===== src/rtl/console_pkg.sv =====
// rtl/console_pkg.sv - shared console encodings and defaults for the TX arbiter and DMA path
package console_pkg;

    typedef enum logic [1:0] {
        ST_IDLE   = 2'd0,
        ST_HEADER = 2'd1,
        ST_BURST  = 2'd2
    } tx_state_e;

    localparam logic [7:0] HEADER_TAG = 8'h80;

    localparam int DEF_NUM_REQ      = 3;
    localparam int DEF_MAX_BURST    = 64;
    localparam int DEF_IDLE_TIMEOUT = 16;

endpackage


===== src/rtl/rr_arbiter.sv =====
// rtl/rr_arbiter.sv - combinational round-robin pick starting one past the last grant
module rr_arbiter #(
    parameter int NUM_REQ = 3,
    parameter int IDXW    = $clog2(NUM_REQ)
) (
    input  logic [NUM_REQ-1:0] req_i,
    input  logic [IDXW-1:0]    last_i,
    output logic [NUM_REQ-1:0] gnt_o,
    output logic [IDXW-1:0]    idx_o,
    output logic               valid_o
);

    int cand;

    always_comb begin
        gnt_o   = '0;
        idx_o   = '0;
        valid_o = 1'b0;
        cand    = 0;
        // Walk offsets 1..NUM_REQ so the previous owner is considered last.
        for (int k = 1; k <= NUM_REQ; k++) begin
            cand = int'(last_i) + k;
            if (cand >= NUM_REQ) begin
                cand = cand - NUM_REQ;
            end
            for (int i = 0; i < NUM_REQ; i++) begin
                if (!valid_o && (i == cand) && req_i[i]) begin
                    valid_o  = 1'b1;
                    gnt_o[i] = 1'b1;
                    idx_o    = IDXW'(i);
                end
            end
        end
    end

endmodule


===== src/rtl/console_tx_arbiter.sv =====
// rtl/console_tx_arbiter.sv - merges requester byte streams into one console stream with per-burst headers
module console_tx_arbiter
    import console_pkg::*;
#(
    parameter int NUM_REQ      = DEF_NUM_REQ,
    parameter int MAX_BURST    = DEF_MAX_BURST,
    parameter int IDLE_TIMEOUT = DEF_IDLE_TIMEOUT
) (
    input  logic                   clk,
    input  logic                   rst_n,
    input  logic                   en,
    input  logic [NUM_REQ-1:0]     in_valid,
    input  logic [8*NUM_REQ-1:0]   in_data,
    input  logic [NUM_REQ-1:0]     in_last,
    output logic [NUM_REQ-1:0]     in_ready,
    output logic                   out_valid,
    output logic [7:0]             out_data,
    input  logic                   out_ready,
    output logic [NUM_REQ-1:0]     grant,
    output logic                   busy,
    output logic [31:0]            bytes_sent
);

    localparam int IDXW = $clog2(NUM_REQ);

    tx_state_e          state_q, state_d;
    logic [NUM_REQ-1:0] grant_q, grant_d;
    logic [IDXW-1:0]    gidx_q, gidx_d;
    logic [IDXW-1:0]    last_q, last_d;
    logic               out_valid_q, out_valid_d;
    logic [7:0]         out_data_q, out_data_d;
    logic [7:0]         pcnt_q, pcnt_d;
    logic [7:0]         tcnt_q, tcnt_d;
    logic [31:0]        bytes_q;

    logic [NUM_REQ-1:0] rr_gnt;
    logic [IDXW-1:0]    rr_idx;
    logic               rr_valid;

    logic               out_fire;
    logic               out_free;
    logic               g_valid;
    logic               g_last;
    logic [7:0]         g_data;

    rr_arbiter #(
        .NUM_REQ (NUM_REQ),
        .IDXW    (IDXW)
    ) u_rr (
        .req_i   (in_valid),
        .last_i  (last_q),
        .gnt_o   (rr_gnt),
        .idx_o   (rr_idx),
        .valid_o (rr_valid)
    );

    assign out_fire = out_valid_q && out_ready;
    assign out_free = !out_valid_q || out_ready;
    assign g_valid  = |(in_valid & grant_q);
    assign g_last   = |(in_last & grant_q);

    always_comb begin
        g_data = '0;
        for (int i = 0; i < NUM_REQ; i++) begin
            if (grant_q[i]) begin
                g_data = g_data | in_data[8*i +: 8];
            end
        end
    end

    always_comb begin
        state_d     = state_q;
        grant_d     = grant_q;
        gidx_d      = gidx_q;
        last_d      = last_q;
        out_valid_d = out_valid_q && !out_ready;
        out_data_d  = out_data_q;
        pcnt_d      = pcnt_q;
        tcnt_d      = tcnt_q;
        in_ready    = '0;

        case (state_q)
            ST_IDLE: begin
                if (en && rr_valid) begin
                    grant_d = rr_gnt;
                    gidx_d  = rr_idx;
                    last_d  = rr_idx;
                    state_d = ST_HEADER;
                end
            end
            ST_HEADER: begin
                if (out_free) begin
                    out_valid_d = 1'b1;
                    out_data_d  = HEADER_TAG | 8'(gidx_q);
                    pcnt_d      = '0;
                    tcnt_d      = '0;
                    state_d     = ST_BURST;
                end
            end
            ST_BURST: begin
                in_ready = grant_q & {NUM_REQ{out_free}};
                if (g_valid) begin
                    // A stalled-but-valid requester is not idle, so the timeout restarts.
                    tcnt_d = '0;
                    if (out_free) begin
                        out_valid_d = 1'b1;
                        out_data_d  = g_data;
                        pcnt_d      = pcnt_q + 8'd1;
                        if (g_last || (pcnt_q + 8'd1 == 8'(MAX_BURST))) begin
                            state_d = ST_IDLE;
                            grant_d = '0;
                        end
                    end
                end else begin
                    tcnt_d = tcnt_q + 8'd1;
                    if (tcnt_q + 8'd1 == 8'(IDLE_TIMEOUT)) begin
                        state_d = ST_IDLE;
                        grant_d = '0;
                    end
                end
            end
            default: begin
                state_d = ST_IDLE;
                grant_d = '0;
            end
        endcase
    end

    always_ff @(posedge clk) begin
        if (!rst_n) begin
            state_q     <= ST_IDLE;
            grant_q     <= '0;
            gidx_q      <= '0;
            last_q      <= IDXW'(NUM_REQ - 1);
            out_valid_q <= 1'b0;
            out_data_q  <= '0;
            pcnt_q      <= '0;
            tcnt_q      <= '0;
            bytes_q     <= '0;
        end else begin
            state_q     <= state_d;
            grant_q     <= grant_d;
            gidx_q      <= gidx_d;
            last_q      <= last_d;
            out_valid_q <= out_valid_d;
            out_data_q  <= out_data_d;
            pcnt_q      <= pcnt_d;
            tcnt_q      <= tcnt_d;
            bytes_q     <= bytes_q + {31'd0, out_fire};
        end
    end

    assign out_valid  = out_valid_q;
    assign out_data   = out_data_q;
    assign grant      = grant_q;
    assign busy       = (state_q != ST_IDLE);
    assign bytes_sent = bytes_q;

endmodule


===== config.mk =====
export PLATFORM = sky130hd
export DESIGN_NAME = console_tx_arbiter
export DESIGN_NICKNAME = d
export VERILOG_FILES = /design/src/rtl/console_pkg.sv /design/src/rtl/rr_arbiter.sv /design/src/rtl/console_tx_arbiter.sv
export SDC_FILE = /design/constraint.sdc
export NUM_CORES = 1
export LEC_CHECK = 0
export BUFFER_PORTS_ARGS = -buffer_cell sky130_fd_sc_hd__buf_2
export CAP_MARGIN = 0
export CELL_PAD_IN_SITES_DETAIL_PLACEMENT = 1
export CELL_PAD_IN_SITES_GLOBAL_PLACEMENT = 2
export CORE_ASPECT_RATIO = 0.75
export CORE_MARGIN = 10
export CORE_UTILIZATION = 34
export DETAILED_ROUTE_END_ITERATION = 6
export PLACE_DENSITY_LB_ADDON = 0.1
export SLEW_MARGIN = 20
export SYNTH_ARGS = -nofsm -noshare
export SYNTH_HDL_FRONTEND = slang
export SYNTH_SLANG_ARGS = --single-unit
export TNS_END_PERCENT = 30

===== constraint.sdc =====
create_clock -name clk -period 3.72 [get_ports clk]
set_clock_uncertainty 0.2 [all_clocks]
set_input_delay 0 -clock clk [delete_from_list [all_inputs] [get_ports clk]]
set_output_delay 0 -clock clk [all_outputs]
set_load 0.01 [all_outputs]

# Word-level counts from Yosys, hierarchy flattened
# Cells that the tools add are included.
[classes] addsub=9 magnitude_cmp=3 eq_ne=17 mux=58 bitwise=6 reduce_logical=45
[ops] operator="$eq A2 B32 Y1 const A" count=3
[ops] operator="$eq A3 B32 Y1 const A" count=3
[ops] operator="$ge A32 B3 Y1 const B" count=3
[ops] operator="$logic_not A32 Y1" count=3
[ops] operator="$mux W32" count=3
[ops] operator="$sub A32 B3 Y32 const B" count=3
[ops] operator="$mux W8" count=10
[ops] operator="$pmux W8 S2" count=3
[ops] operator="$add A32 B1 Y32" count=1
[ops] operator="$mux W2" count=13
[ops] operator="$logic_and A1 B1 Y1" count=20
[ops] operator="$mux W1" count=20
[ops] operator="$mux W3" count=6
[ops] operator="$add A8 B1 Y8 const B" count=2
[ops] operator="$or A8 B8 Y8" count=2
[ops] operator="$logic_not A1 Y1" count=10
[ops] operator="$reduce_and A5 Y1" count=2
[ops] operator="$and A3 B3 Y3" count=3
[ops] operator="$ne A3 B3 Y1 const B" count=3
[ops] operator="$pmux W3 S3" count=1
[ops] operator="$eq A8 B5 Y1 const B" count=1
[ops] operator="$eq A8 B7 Y1 const B" count=1
[ops] operator="$ne A2 B2 Y1 const B" count=4
[ops] operator="$add A2 B2 Y3 const B" count=2
[ops] operator="other kinds (12)" count=16
[totals] register_bits=66 input_bits=34 output_inout_bits=48

# Longest topological paths before layout
[depth] word_depth=41 ltp_mapped=9 ltp_nobuf=8

# Modules after synthesis
# A second synthesis with hierarchy kept.
[unflattened] hier_cells=412 area_unflattened_um2=3472.1
[modules_own_cells] mod="console_tx_arbiter" n_inst=1 cells_per_inst=385 area_each_um2=3270.6
[modules_own_cells] mod="rr_arbiter" n_inst=1 cells_per_inst=27 area_each_um2=201.4

# Worst setup path after synthesis
# OpenSTA, ideal clock, no wires.
[synth_path] kind="register to register" from="register gidx_q[0] (netlist name)" to="register grant_q[0], in the netlist grant[0]" setup_time_ps=75 arrival_ps=2080 required_ps=3445 path_slack_ps=1365 path_stages_with_launch=9 path_buffers=0 path_cell_list="dfxtp_1 > inv_1 > ha_1 > o21ba_2 > o31ai_1 > a31oi_1 > nand2_1 > or4b_4 > o22ai_1"
[synth_lines] element="end signal: assignment" line_no="console_tx_arbiter.sv:142" source="grant_q <= grant_d;"
[synth_lines] element="end: declaration" line_no="console_tx_arbiter.sv:27" source="logic [NUM_REQ-1:0] grant_q, grant_d;"

# Final worst setup path
[layout_path] from="register grant_q[0], in the netlist grant[0]" to="register grant_q[0], in the netlist grant[0]"
[layout_between] elab_chain_cells=5
[layout_lines] element="$and A3 B3 Y3" line_no="console_tx_arbiter.sv:60" source="assign g_last = |(in_last & grant_q);"
[layout_lines] element="$reduce_or A3 Y1" line_no="console_tx_arbiter.sv:60"
[layout_lines] element="$logic_or A1 B1 Y1" line_no="console_tx_arbiter.sv:109" source="if (g_last || (pcnt_q + 8'd1 == 8'(MAX_BURST))) begin"
[layout_lines] element="$ne A3 B3 Y1 (no line)"
[layout_lines] element="$reduce_and A5 Y1 (no line)"
# Parallel ways exist; a longest one is shown, timed or not.
# A chain may end at the register's enable or synchronous reset.

==> results.sh <==
export IMPL_numPlacedInstances=606
export IMPL_port_buffers=81
export IMPL_final_net_count=551
export IMPL_drc=0
export IMPL_grt_max_degree=67
export IMPL_hpwlAfterDp_um=7520
export IMPL_cp_buffers_inverters=2
export IMPL_synthMostInstantiatedCell="dfxtp_1"
export IMPL_worstReg2RegEnd="grant[0]"
export IMPL_hold_class="input pin to register"
export IMPL_hold_viol_final=0
export IMPL_postSynth_asyncResetShare_pct=0
export IMPL_leakage_uw=0.00189
export IMPL_path_class="register to register"
export IMPL_r2r_start="grant[0]"
export IMPL_worstSetupStartpointType="register"
export IMPL_cpLargestDelayFamily="simple AND/OR/NAND/NOR gates"
export IMPL_syn_area_per_cell_um2=8.60
export IMPL_cts_setup_buffers=0
export IMPL_critical_path_max_stage_delay_ps=580
export IMPL_io_pins=82
export IMPL_rows=31
export IMPL_cp_cell_sequence="a222oi_1 -> buf_4 -> or2_2 -> a221oi_4 -> a311oi_2 -> or4b_4 -> o22ai_1 -> dlygate4sd3_1"
export IMPL_synthDistinctLibCells=46
export IMPL_yosys_warnings=0
export IMPL_cts_buffers=9
export IMPL_tns_ps=0
export IMPL_setup_viol=0
export IMPL_synthTopCellsByArea="dfxtp_1 (37%), and2_1 (5.9%), xnor2_1 (5.3%)"
export IMPL_fmax_ghz=0.307
export IMPL_synth_top_cell_by_area="dfxtp_1"
export IMPL_drive_gt1_share_pct=20.8
export IMPL_cts_sinks=65
export IMPL_clock_latency_ps=330
export IMPL_fp_dieW_um=137
export IMPL_relSlewSlack_pct=49.7
export IMPL_startpoint="grant[0]"
export IMPL_worstPathRequired_ps=3780
export IMPL_ys_top_cells_by_count="dfxtp_1 (65), and2_1 (33), nand2_1 (32)"
export IMPL_ys_seq_area_share_pct=37.2
export IMPL_r2r_setup_slack_ps=460
export IMPL_status="finished clean"
export IMPL_synthCells=406
export IMPL_wl_per_cell_um=16.2
export IMPL_p_total_uw=1820
export IMPL_fin_util_pct=45.2
export IMPL_netlist_area_mm2=0.00349
export IMPL_slowest_stage="dfxtp_1"
export IMPL_pwr_density_cell_mw_per_mm2=409
export IMPL_antenna_cells=0
export IMPL_drt_iter0_markers=181
export IMPL_vias=3254
export IMPL_period_minus_slack_ps=3260
export IMPL_area_delta_synth_final_pct=27.4
export IMPL_cts_root_buf="clkbuf_16"
export IMPL_synth_edf_count=0
export IMPL_worst_slew_pin_slew_ps=747
export IMPL_ys_ff_latch=65
export IMPL_maxSlewViolCount=0
export IMPL_critical_path_max_fanout=13
export IMPL_grt_pass1_vias=3474
export IMPL_cts_tree="yes"
export IMPL_track_usage_pct=14.6
export IMPL_ff2ff_path_depth=8
export IMPL_vdd_drop_max_v=0.000223
export IMPL_htree_num_levels=3
export IMPL_rsz0062_at_grt="no"
export IMPL_finalCritPeriodShare_pct=87.7
export IMPL_clkTransAtPathRegs_ps=50
export IMPL_synth_top_flop_cell="dfxtp_1"
export IMPL_syn_nets=451
export IMPL_crit_path_end_kind="register"
export IMPL_viasPerCell=5.07
export IMPL_path_depth=8
export IMPL_grt_pass1_wl_um=17500
export IMPL_final_cells=642
export IMPL_wirelength_um=10400
export IMPL_gp_congestion=0.739
export IMPL_crit_end="grant[0]"
export IMPL_cap_viol_max_count=0
export IMPL_firstDrtPassIters=5
export IMPL_core_mm2=0.00985
export IMPL_cp_arrival_ps=3320
export IMPL_antenna_found_initial=0
export IMPL_synth_top_area_share_pct=37.2
export IMPL_initial_core_util_pct=35.5
export IMPL_die_h_um=108
export IMPL_place_ws_ps=1040
export IMPL_grt_overflow_total=0
export IMPL_setup_ws_ps=458
export IMPL_dieArea_mm2=0.0148
export IMPL_drtAntennaViolNets=0
export IMPL_clk_path_buf_depth=2
[flip-flops by register name, indices dropped and copies added (netlist names)]
register and cells:
out_valid 1, state_q 2, gidx_q 2, bytes_sent 32, last_q 1, out_data 8, grant 3, tcnt_q 8
pcnt_q 8
[kinds of logic (layout without fill, tap and decap cells)]
group | Yosys count | count (layout) | share of synthesized area (%)
AOI/OAI and AO/OA | 79 | 79 | 16.3
buffers and inverters | 24 | 128 | 4.05
muxes | 3 | 3 | 0.860
xor gates and xnor gates | 33 | 33 | 8.27
DFF | 65 | 65 | 37.2
and+or+nand+nor | 191 | 191 | 29.3
adders and majority gates | 11 | 11 | 3.94
[routing by layer]
metal	vias to the layer above	wire [µm]	GRT usage (%)
li1	1637	-	-
met3	8	403	4.29
met5	-	0	0
met1	1560	4950	18.7
met2	49	4980	23.3
met4	0	87	3.83
[timing repair]
| action | 4_1_cts | 5_1_grt |
|---|---|---|
| endpoints found under the hold margin | 15 | 0 |
| resized for setup | 0 | 0 |
| hold buffers | 21 | 0 |
[layout make-up]
class	instances	area, µm²
inverter	8	30.0
fill	1223	5400
multi-input combinational	317	2050
tap	132	165
clock buffer	12	246
timing repair buffer	105	638
sequential	65	1300
clock inverter	3	17.5
[worst reg2reg max path: stages, from the launching register on]
cell	delay, ps
dfxtp_1	580
a222oi_1	200
buf_4	200
or2_2	320
a221oi_4	200
a311oi_2	190
or4b_4	570
o22ai_1	170
dlygate4sd3_1	570
[report_power, final]
group          internal, µW  switching [µW]  leakage [µW]
clock network           463             296      0.000128
registers               715            22.9      0.000524
logic                   141             182       0.00124
total                  1320             501       0.00189
[placed cells by master, fill, tap and decap left out, types with 10 or more instances in the layout]
cell type and instances:
xor2_1 12, xnor2_1 21, and3_1 14, buf_2 81, o21ai_0 19, and2_1 33, ha_1 11, nand3_1 26
nor2_1 30, a21oi_1 15, nor2b_1 21, nand2_1 32, dfxtp_1 65, a222oi_1 10, dlygate4sd3_1 21
[worst min-delay path by stage]
stage	startpoint	slack (ps)	end	depth (start not counted)
detailed placement	in_valid[1]	140	grant[1]	3
CTS	in_data[17]	40	out_data[1]	5
global route	in_data[17]	90	out_data[1]	5
global placement	in_valid[1]	140	grant[1]	3
floorplan	in_valid[1]	-50	grant[1]	2
finish	in_data[17]	50	out_data[1]	5
[metrics by stage]
step	instance area [µm²]	hold WS, ps
4_1_cts	4450	42.7
2_1_floorplan	3490	-49.7
3_5_place_dp	3980	143
5_1_grt	4450	91.2
6_report	4450	47.4
3_3_place_gp	3980	140
No activity file was read; power rests on OpenSTA's default activity.
